`src/rtl/msk_tx_framer.sv`:
```
// msk_tx_framer: buffers host payload bytes and wraps each complete frame as
// preamble, sync word and payload, one byte per modulator byte period.
// Ports:
//   G_CLK_TX, reset            transmit clock, async active-low reset
//   tx_data/tx_valid/tx_last   host payload beat, tx_ready = FIFO not full
//   mod_data                   byte presented to the modulator
//   mod_enable, mod_restart_n  modulator enable and per-byte restart pulse
//   busy, frame_done           frame in progress, end-of-frame pulse
module msk_tx_framer #(
  parameter int                    DATA_WIDTH      = 8,
  parameter int                    FIFO_DEPTH      = 16,
  parameter int                    SAMPLES_PER_BIT = 32,
  parameter int                    PREAMBLE_LEN    = 2,
  parameter logic [DATA_WIDTH-1:0] PREAMBLE_BYTE   = 8'h55,
  parameter logic [DATA_WIDTH-1:0] SYNC_BYTE       = 8'hD3
) (
  input  logic                  G_CLK_TX,
  input  logic                  reset,
  input  logic [DATA_WIDTH-1:0] tx_data,
  input  logic                  tx_valid,
  input  logic                  tx_last,
  output logic                  tx_ready,
  output logic [DATA_WIDTH-1:0] mod_data,
  output logic                  mod_enable,
  output logic                  mod_restart_n,
  output logic                  busy,
  output logic                  frame_done
);

  localparam int AW       = $clog2(FIFO_DEPTH);
  localparam int OW       = $clog2(FIFO_DEPTH + 1);
  localparam int SEND_LEN = 8 * SAMPLES_PER_BIT;
  localparam int CW       = $clog2(SEND_LEN + 1);
  localparam int PW       = (PREAMBLE_LEN > 1) ? $clog2(PREAMBLE_LEN) : 1;

  localparam logic [OW-1:0] FULL     = OW'(FIFO_DEPTH);
  localparam logic [CW-1:0] LAST_CNT = CW'(SEND_LEN);
  localparam logic [PW-1:0] PRE_LAST = PW'(PREAMBLE_LEN - 1);

  typedef enum logic [1:0] {
    S_IDLE,
    S_PRE,
    S_SYNC,
    S_DATA
  } state_t;

  logic [DATA_WIDTH:0]   mem_q [FIFO_DEPTH];
  logic [AW-1:0]         wr_ptr_q, wr_ptr_d;
  logic [AW-1:0]         rd_ptr_q, rd_ptr_d;
  logic [OW-1:0]         occ_q, occ_d;
  logic [OW-1:0]         frames_q, frames_d;
  logic                  push, pop;
  logic                  fr_inc, fr_dec;
  logic [DATA_WIDTH:0]   rd_entry;

  state_t                state_q;
  logic [CW-1:0]         cnt_q;
  logic [PW-1:0]         pre_q;
  logic                  last_q;
  logic [DATA_WIDTH-1:0] slot_byte;
  logic [DATA_WIDTH-1:0] mod_data_q;
  logic                  mod_enable_q;
  logic                  mod_restart_n_q;
  logic                  busy_q;
  logic                  frame_done_q;

  assign tx_ready = (occ_q != FULL);
  assign push     = tx_valid && tx_ready;
  // Payload is popped only in the LOAD cycle of a DATA slot.
  assign pop      = (state_q == S_DATA) && (cnt_q == '0);
  assign rd_entry = mem_q[rd_ptr_q];
  assign fr_inc   = push && tx_last;
  assign fr_dec   = pop && rd_entry[DATA_WIDTH];

  assign mod_data      = mod_data_q;
  assign mod_enable    = mod_enable_q;
  assign mod_restart_n = mod_restart_n_q;
  assign busy          = busy_q;
  assign frame_done    = frame_done_q;

  always_ff @(posedge G_CLK_TX) begin
    if (push) mem_q[wr_ptr_q] <= {tx_last, tx_data};
  end

  always_comb begin
    wr_ptr_d = wr_ptr_q;
    rd_ptr_d = rd_ptr_q;
    if (push) wr_ptr_d = wr_ptr_q + AW'(1);
    if (pop)  rd_ptr_d = rd_ptr_q + AW'(1);
    unique case ({push, pop})
      2'b10:   occ_d = occ_q + OW'(1);
      2'b01:   occ_d = occ_q - OW'(1);
      default: occ_d = occ_q;
    endcase
    unique case ({fr_inc, fr_dec})
      2'b10:   frames_d = frames_q + OW'(1);
      2'b01:   frames_d = frames_q - OW'(1);
      default: frames_d = frames_q;
    endcase
  end

  always_ff @(posedge G_CLK_TX or negedge reset) begin
    if (!reset) begin
      wr_ptr_q <= '0;
      rd_ptr_q <= '0;
      occ_q    <= '0;
      frames_q <= '0;
    end else begin
      wr_ptr_q <= wr_ptr_d;
      rd_ptr_q <= rd_ptr_d;
      occ_q    <= occ_d;
      frames_q <= frames_d;
    end
  end

  always_comb begin
    slot_byte = rd_entry[DATA_WIDTH-1:0];
    unique case (state_q)
      S_PRE:   slot_byte = PREAMBLE_BYTE;
      S_SYNC:  slot_byte = SYNC_BYTE;
      default: slot_byte = rd_entry[DATA_WIDTH-1:0];
    endcase
  end

  // cnt_q == 0 is the LOAD cycle of a slot, 1..SEND_LEN are SEND cycles.
  always_ff @(posedge G_CLK_TX or negedge reset) begin
    if (!reset) begin
      state_q         <= S_IDLE;
      cnt_q           <= '0;
      pre_q           <= '0;
      last_q          <= 1'b0;
      mod_data_q      <= '0;
      mod_enable_q    <= 1'b0;
      mod_restart_n_q <= 1'b1;
      busy_q          <= 1'b0;
      frame_done_q    <= 1'b0;
    end else begin
      frame_done_q <= 1'b0;
      if (state_q == S_IDLE) begin
        busy_q          <= 1'b0;
        mod_enable_q    <= 1'b0;
        mod_restart_n_q <= 1'b1;
        cnt_q           <= '0;
        pre_q           <= '0;
        // Start only once a whole frame sits in the FIFO.
        if (frames_q != '0) state_q <= S_PRE;
      end else if (cnt_q == '0) begin
        busy_q          <= 1'b1;
        mod_data_q      <= slot_byte;
        mod_restart_n_q <= 1'b0;
        mod_enable_q    <= 1'b0;
        cnt_q           <= CW'(1);
        if (state_q == S_DATA) last_q <= rd_entry[DATA_WIDTH];
      end else begin
        busy_q          <= 1'b1;
        mod_restart_n_q <= 1'b1;
        mod_enable_q    <= 1'b1;
        if (cnt_q == LAST_CNT) begin
          cnt_q <= '0;
          unique case (state_q)
            S_PRE: begin
              if (pre_q == PRE_LAST) begin
                pre_q   <= '0;
                state_q <= S_SYNC;
              end else begin
                pre_q <= pre_q + PW'(1);
              end
            end
            S_SYNC: state_q <= S_DATA;
            S_DATA: begin
              if (last_q) begin
                frame_done_q <= 1'b1;
                state_q      <= S_IDLE;
              end
            end
            default: state_q <= S_IDLE;
          endcase
        end else begin
          cnt_q <= cnt_q + CW'(1);
        end
      end
    end
  end

endmodule

```
`config.mk`:
```
export PLATFORM = sky130hd
export DESIGN_NAME = msk_tx_framer
export DESIGN_NICKNAME = d
export VERILOG_FILES = /design/src/rtl/msk_tx_framer.sv
export SDC_FILE = /design/constraint.sdc
export NUM_CORES = 1
export LEC_CHECK = 0
export ABC_CLOCK_PERIOD_IN_PS = 4100
export CAP_MARGIN = 0
export CORE_AREA = 2 2 92 182
export DETAILED_ROUTE_END_ITERATION = 6
export DIE_AREA = 0 0 94 184
export PLACE_DENSITY = 0.66
export SLEW_MARGIN = 20
export SYNTH_ARGS = -nofsm -noshare
export SYNTH_HDL_FRONTEND = slang
export SYNTH_SLANG_ARGS = --single-unit
export TNS_END_PERCENT = 20
```
`constraint.sdc`:
```
create_clock -name G_CLK_TX -period 4.1 [get_ports G_CLK_TX]
set_input_delay 0.82 -clock G_CLK_TX [delete_from_list [all_inputs] [get_ports G_CLK_TX]]
set_output_delay 0.82 -clock G_CLK_TX [all_outputs]
set_load 0.03 [all_outputs]
```
==> summary.txt, run 1 <==
CTS sink count: 187
Syn_nets: 486
Worst hold margin: 0.4784 ns
Slew headroom: 35.70%
Clock root cell: clkbuf_16
Core Area: 15,860 sq um
Nature of the critical path startpoint: flip-flop
Crit path capture type: flip-flop
Via Count: 3,995
Post-Route Setup TNS: 0 ns
I/O pin count: 25
Detailed Route WL: 15.41 mm
First-pass GRT wire length: 24.06 mm
Max-cap violations: 0
Placed cell area: 8295 sq um
Post-route clock period utilization: 89.65%
HPWL Detailed: 10.41 mm
Ys Warns: 0
Total GRT Usage: 19.47%
Worst R2R Start: cnt_q[0]
Worst-Margin Slew: 0.9645 ns
Dpl cells: 679
Die height: 184 microns
Reg2reg end: frames_q[4]
DR iter-0 viols: 320
Synth top area share: 55.77%
Layout net count: 530
Peak VDD IR: 0.3321 mV
RSZ-0062 raised after global routing: no
Leading cell type in the layout, fill and taps excluded: edfxtp_1
Port bufs: 24
Async SR Flop Fraction: 22.99%
Hold EP: occ_q[4]
CTS Buffer Depth: 2
Top_reg_cell synth: edfxtp_1
Largest net degree at the start of global routing: 44
Post-CTS Setup Inserts: 0
DRT antenna net count: 0
Min-delay src: occ_q[4]
PostCTS Resize Cnt: 0
Total iterations of the first detailed-routing run: 4
# setup viols final: 0
Vias/cell: 5.619
# DRC: 0
Fill cell count: 1,264
Initial Utilization: 48.89%
Final Hold Vio Count: 0
Leakage power: 3.153 nW
Slew Limit Fails: 0
Avg Inst Size Synth: 17.12 sq um
Post-Syn Instances: 453
CP Class: reg -> reg
Hold depth: 1
Crit-path max FO: 6
# hold bufs at CTS: 0
Synthesized cell area: 7754 sq um
Antenna violations before repair: 0
Top post-synthesis cells by area: edfxtp_1, dfrtp_1, mux4_2
CTS tree: yes
Power density over the cells: 675.5 nW/um^2
Number of synthesized flops with an enable pin: 144
Final WS setup: 0.4242 ns
Per-cell routed wire length: 21.68 microns
Setup WS pre-CTS: 0.4590 ns
Register Area: 5403 sq um
Leading area contributor after synthesis: edfxtp_1
# H-tree levels: 4
F_max: 0.2721 GHz
Fin cells: 711
#FFs+latches synth: 187
CP arrival: 4.02 ns
Most frequent cells in the layout: edfxtp_1, dfrtp_1, mux4_2, nor2_1, clkdlybuf4s50_1
Die X: 94 microns
Min-Delay Path Class: reg -> reg
GP Congestion: 0.7463
Outcome: finished, final reports clean
Post-synthesis sequential area ratio: 69.66%
Post-synth cell types: 47
Row cnt: 65
CP required: 4.45 ns
Die ar.: 17,300 sq um
Final instance area: 8843 sq um
Multi-input gate area: 2167 sq um
Vias in the first global route: 4,287
Antenna cell count: 0
Period minus WS final: 3.676 ns
Total congestion overflow: 0
Clk pin slew, worst setup/hold paths: 0.07 ns
R2r worst-path depth: 14
Cts bufs inserted: 17
Layout Area Growth over Synthesis: 14.06%
Worst skew pair latency: 0.42 ns
Flop2flop setup slack: 0.42 ns
Fraction of layout cells with a size suffix above 1: 19.02%
Worst clock skew: 0.01050 ns
==> cells in the mapped netlist, types with 3 or more instances <==
cell      count
dfrtp_1      42
o21ai_0      11
mux2i_1      12
nand4_1       4
and3_1        3
nand3_1       3
a21o_1        3
nand2_1      20
edfxtp_1    144
buf_4         4
xnor2_1      10
inv_1        20
a211oi_1      3
xor2_1       12
clkbuf_1      6
nor2_1       31
nor3_1       11
nor2b_1       3
and2_1        5
mux4_2       38
buf_2         5
ha_1         19
buf_1         4
a21oi_1       9
==> kinds of logic after synthesis <==
kind of cell	Yosys count	share of synthesized area (%)
AND/OR/NAND/NOR	94	6.132
XOR/XNOR	22	2.485
buffers and inverters	41	2.388
flip-flops	187	69.66
adder cells (fa/ha/maj)	21	3.582
AO/OA/AOI/OAI	36	2.872
multiplexers	52	12.88
==> layer usage <==
metal | GRT usage [%] | share of wire (%) | vias up
met1 | 21.15 | 36 | 2099
met2 | 36.29 | 59 | 73
met4 | 7.826 | 2.6 | 0
met5 | 0 | 0 | -
li1 | - | - | 1799
met3 | 3.731 | 2.6 | 24
==> critical path, cell delays in order, from the launching register on <==
cell,delay (ns)
dfrtp_1,0.45
inv_1,0.09
ha_1,0.13
or4b_1,0.45
or2_1,0.35
nor3b_4,0.34
and2_1,0.21
ha_1,0.23
inv_1,0.10
fa_1,0.40
nor2b_1,0.15
o21ai_0,0.13
and3_1,0.21
nor3_1,0.19
xor2_1,0.18
==> per-stage QoR <==
stage / util [%] / power (mW)
floorplan: - / 3.963
global placement: 52.31 / 4.456
detailed placement: 52.31 / 4.519
CTS: 55.76 / 6.051
global route: 55.76 / 6.297
finish: 55.76 / 5.973
==> flip-flops by register name, indices dropped and copies added (netlist names) <==
| register | count |
|---|---|
| pre_q | 1 |
| frame_done | 1 |
| mod_restart_n | 1 |
| rd_ptr_q | 4 |
| mod_data | 8 |
| wr_ptr_q | 4 |
| cnt_q | 9 |
| mem_q | 144 |
| frames_q | 5 |
| last_q | 1 |
| occ_q | 5 |
| busy | 1 |
| state_q | 2 |
| mod_enable | 1 |
==> power breakdown <==
part           switching [mW]  internal, mW  total (mW)
clock network           0.678         0.846        1.52
logic                    1.02         0.857        1.87
registers               0.216          2.36        2.58
total                    1.91          4.06        5.97
==> area by class of cell <==
cell class                 instances  share of cell area, %
clock buffer                      23                  5.532
clock inverter                     9                 0.6650
inverter                          21                 0.9196
multi-input combinational        225                  24.50
sequential                       187                  61.09
tap                              201                  2.844
timing repair buffer              45                  4.443
==> worst max-delay path by stage <==
| stage | cells after the start | slack [ns] | endpoint | startpoint |
|---|---|---|---|---|
| finish | 14 | 0.42 | frames_q[4] | cnt_q[0] |
| global route | 14 | 0.20 | frames_q[4] | cnt_q[0] |
| CTS | 14 | 0.44 | frames_q[4] | cnt_q[0] |
| detailed placement | 14 | 0.46 | frames_q[4] | cnt_q[0] |
| global placement | 14 | 0.67 | frames_q[4] | cnt_q[0] |
| floorplan | 15 | 0.81 | frames_q[4] | cnt_q[0] |
No activity file was read; power rests on OpenSTA's default activity.
==> run 2, diff against run 1 <==
Settings changed: ABC_CLOCK_PERIOD_IN_PS 4100 to 3700.
Clock period 4.1 ns to 3.7 ns, I/O delays scaled along.
==> run 2 against run 1 <==
  * Core utilization up 0.61 points
  * Final area up 1.1%
  * Wire length is 0.80% lower
  * Sequential cell count unchanged
  * Clock power is 20% higher
  * Combinational power is 15% higher
  * Critical path depth is the same
  * First-iteration DRC count fell by 6.6%
  * Critical path type unchanged
  * Largest cell class unchanged
==> summary.txt, run 2 (synthesized netlist as in run 1, its figures left out) <==
Max-cap violations: 0 (unchanged)
RSZ-0062 raised after global routing: no
# DRC: 0 (unchanged)
Slew headroom: 36.42% (+0.72 points)
Final WS setup: 0.2509 ns (-0.1733 ns)
Largest net degree at the start of global routing: 44 (unchanged)
Worst clock skew: 0.008582 ns (-0.001919 ns)
M3 GR Usage: 3.362% (-0.37 points)
Most frequent cells in the layout: edfxtp_1, dfrtp_1, mux4_2, nor2_1, buf_4
CTS tree: yes
Fill cell count: 1,234 (-2.4%)
Slew Limit Fails: 0 (unchanged)
DRT antenna net count: 0 (unchanged)
Layout net count: 535 (+0.94%)
Worst hold margin: 0.4600 ns (-0.01836 ns)
Post-Route Setup TNS: 0 ns (unchanged)
DR iter-0 viols: 299 (-6.6%)
Initial Utilization: 48.89% (unchanged)
Die X: 94 microns (unchanged)
Fraction of layout cells with a size suffix above 1: 20.58% (+1.6 points)
HPWL Detailed: 10.50 mm (+0.89%)
Min-Delay Path Class: in -> async
Per-cell routed wire length: 21.35 microns (-1.5%)
Sw frac: 31.55% (-0.44 points)
Routing usage on met2: 35.51% (-0.77 points)
Worst-Margin Slew: 0.9536 ns (-0.01081 ns)
Crit-path max FO: 6 (unchanged)
Vias in the first global route: 4,286 (-0.023%)
Period minus WS final: 3.449 ns (-0.2267 ns)
Final Hold Vio Count: 0 (unchanged)
Total GRT Usage: 19.33% (-0.13 points)
Total iterations of the first detailed-routing run: 4 (unchanged)
Clock power frac: 26.9% (+1.4 points)
F_max: 0.2899 GHz (+6.6%)
Leakage power: 3.199 nW (+1.4%)
Outcome: finished, final reports clean
Total congestion overflow: 0 (unchanged)
Setup WS pre-CTS: 0.1185 ns (-0.3405 ns)
Clk pin slew, worst setup/hold paths: 0.07 ns (about the same)
Die ar.: 17,300 sq um (unchanged)
CP arrival: 3.79 ns (-0.23 ns)
# H-tree levels: 4 (unchanged)
Biggest register: mem_q
Internal Pwr Total: 4.657 mW (+15%)
Nature of the critical path startpoint: flip-flop
I/O pin count: 25 (unchanged)
CTS sink count: 187 (unchanged)
Row cnt: 65 (unchanged)
Die height: 184 microns (unchanged)
Post-route clock period utilization: 93.22% (+3.6 points)
Seq pwr share: 41.6% (-1.5 points)
Switching power: 2.147 mW (+12%)
Core Area: 15,860 sq um (unchanged)
Antenna violations before repair: 0 (unchanged)
First-pass GRT wire length: 24.11 mm (+0.20%)
Worst skew pair latency: 0.42 ns (about the same)
Cts bufs inserted: 17 (unchanged)
Antenna cell count: 0 (unchanged)
CP Class: reg -> reg
Clock root cell: clkbuf_16
Leading cell type in the layout, fill and taps excluded: edfxtp_1
Power density over the cells: 761.1 nW/um^2 (+13%)
GR peak layer: met2
GP Congestion: 0.8199 (+9.9%)
Port bufs: 24 (unchanged)
# setup viols final: 0 (unchanged)
Largest register FFs: 144 (unchanged)
Peak VDD IR: 0.4481 mV (+35%)
GR Util met1: 21.64% (+0.49 points)
CP required: 4.04 ns (-0.41 ns)
Via Count: 3,974 (-0.53%)
Layout Area Growth over Synthesis: 15.30%
Detailed Route WL: 15.29 mm (-0.80%)
Crit path capture type: flip-flop
Combinational share of power: 31.6% (+0.2 points)
Vias/cell: 5.550 (-1.2%)
CTS Buffer Depth: 2 (unchanged)
# hold bufs at CTS: 0 (unchanged)
Power, Total: 6.804 mW (+14%)
[run 2: changes by cell type in the layout (fill, tap and decap cells not counted), sizes merged]
cell    change
bufinv      +3
inv         -1
clkinv      +3
buf         +5
clkbuf      -5
[run 2: cell type report]
type / instances / area (sq um) / share of cell area [%]
well taps: 201 / 251.5 / 2.813
multi-input cells: 225 / 2177 / 24.35
flip-flops and latches: 187 / 5403 / 60.43
clock buffers: 18 / 429.2 / 4.801
inverters: 21 / 81.33 / 0.9097
repair buffers: 50 / 430.4 / 4.815
clock inverters: 14 / 167.7 / 1.875
[run 2: routing by layer]
metal	vias to the layer above	share of wire, %
met5	-	0
met4	0	2.8
met3	19	2.5
met2	74	58
met1	2069	37
li1	1812	-
[run 2: power by group through the flow]
stage | Clock, mW | Sequential, mW | Combinational [mW]
floorplan | 0 | 2.88 | 1.51
global placement | 0 | 2.85 | 2.11
detailed placement | 0 | 2.87 | 2.18
CTS | 1.86 | 2.83 | 2.18
global route | 1.95 | 2.87 | 2.35
finish | 1.83 | 2.83 | 2.15
[run 2: worst paths after layout]
kind / slack (ns) / cells after the start / from / endpoint
min reg2reg: 0.48 / 1 / occ_q[4] / occ_q[4]
max: 0.25 / 14 / cnt_q[0] / frames_q[4]
min: 0.46 / 1 / reset / wr_ptr_q[1]
max reg2reg: 0.25 / 14 / cnt_q[0] / frames_q[4]
min in group G_CLK_TX: 0.48 / 1 / occ_q[4] / occ_q[4]
max in group asynchronous: 2.58 / 1 / reset / rd_ptr_q[0]
[run 2: timing repair]
action	4_1_cts	5_1_grt
resized for setup	0	3
endpoints found under the setup margin	0	1
setup buffers	0	0
[run 2: critical path, cell delays in order (launching register included)]
cell and delay, ns:
dfrtp_1 0.45, inv_1 0.09, ha_1 0.16, or4b_1 0.50
or2_4 0.32, nor3b_4 0.26, and2_1 0.18, ha_2 0.21
inv_1 0.08, fa_1 0.41, nor2b_1 0.11, o21ai_0 0.10
and3_1 0.21, nor3_2 0.13, xor2_1 0.17
[run 2: metrics by stage]
step	std cells	utilization (%)	cell area (sq um)
after floorplan	453	-	7754
after global placement	684	52.54	8333
after detailed placement	684	52.54	8333
after CTS	716	56.31	8930
after global routing	716	56.37	8940
final	716	56.37	8940
==> run 3, diff against run 2 <==
Settings changed: SKIP_CTS_REPAIR_TIMING set to 1.
==> results of run 3 <==
No change in the layout: final DEF, timing and power equal those of run 2.
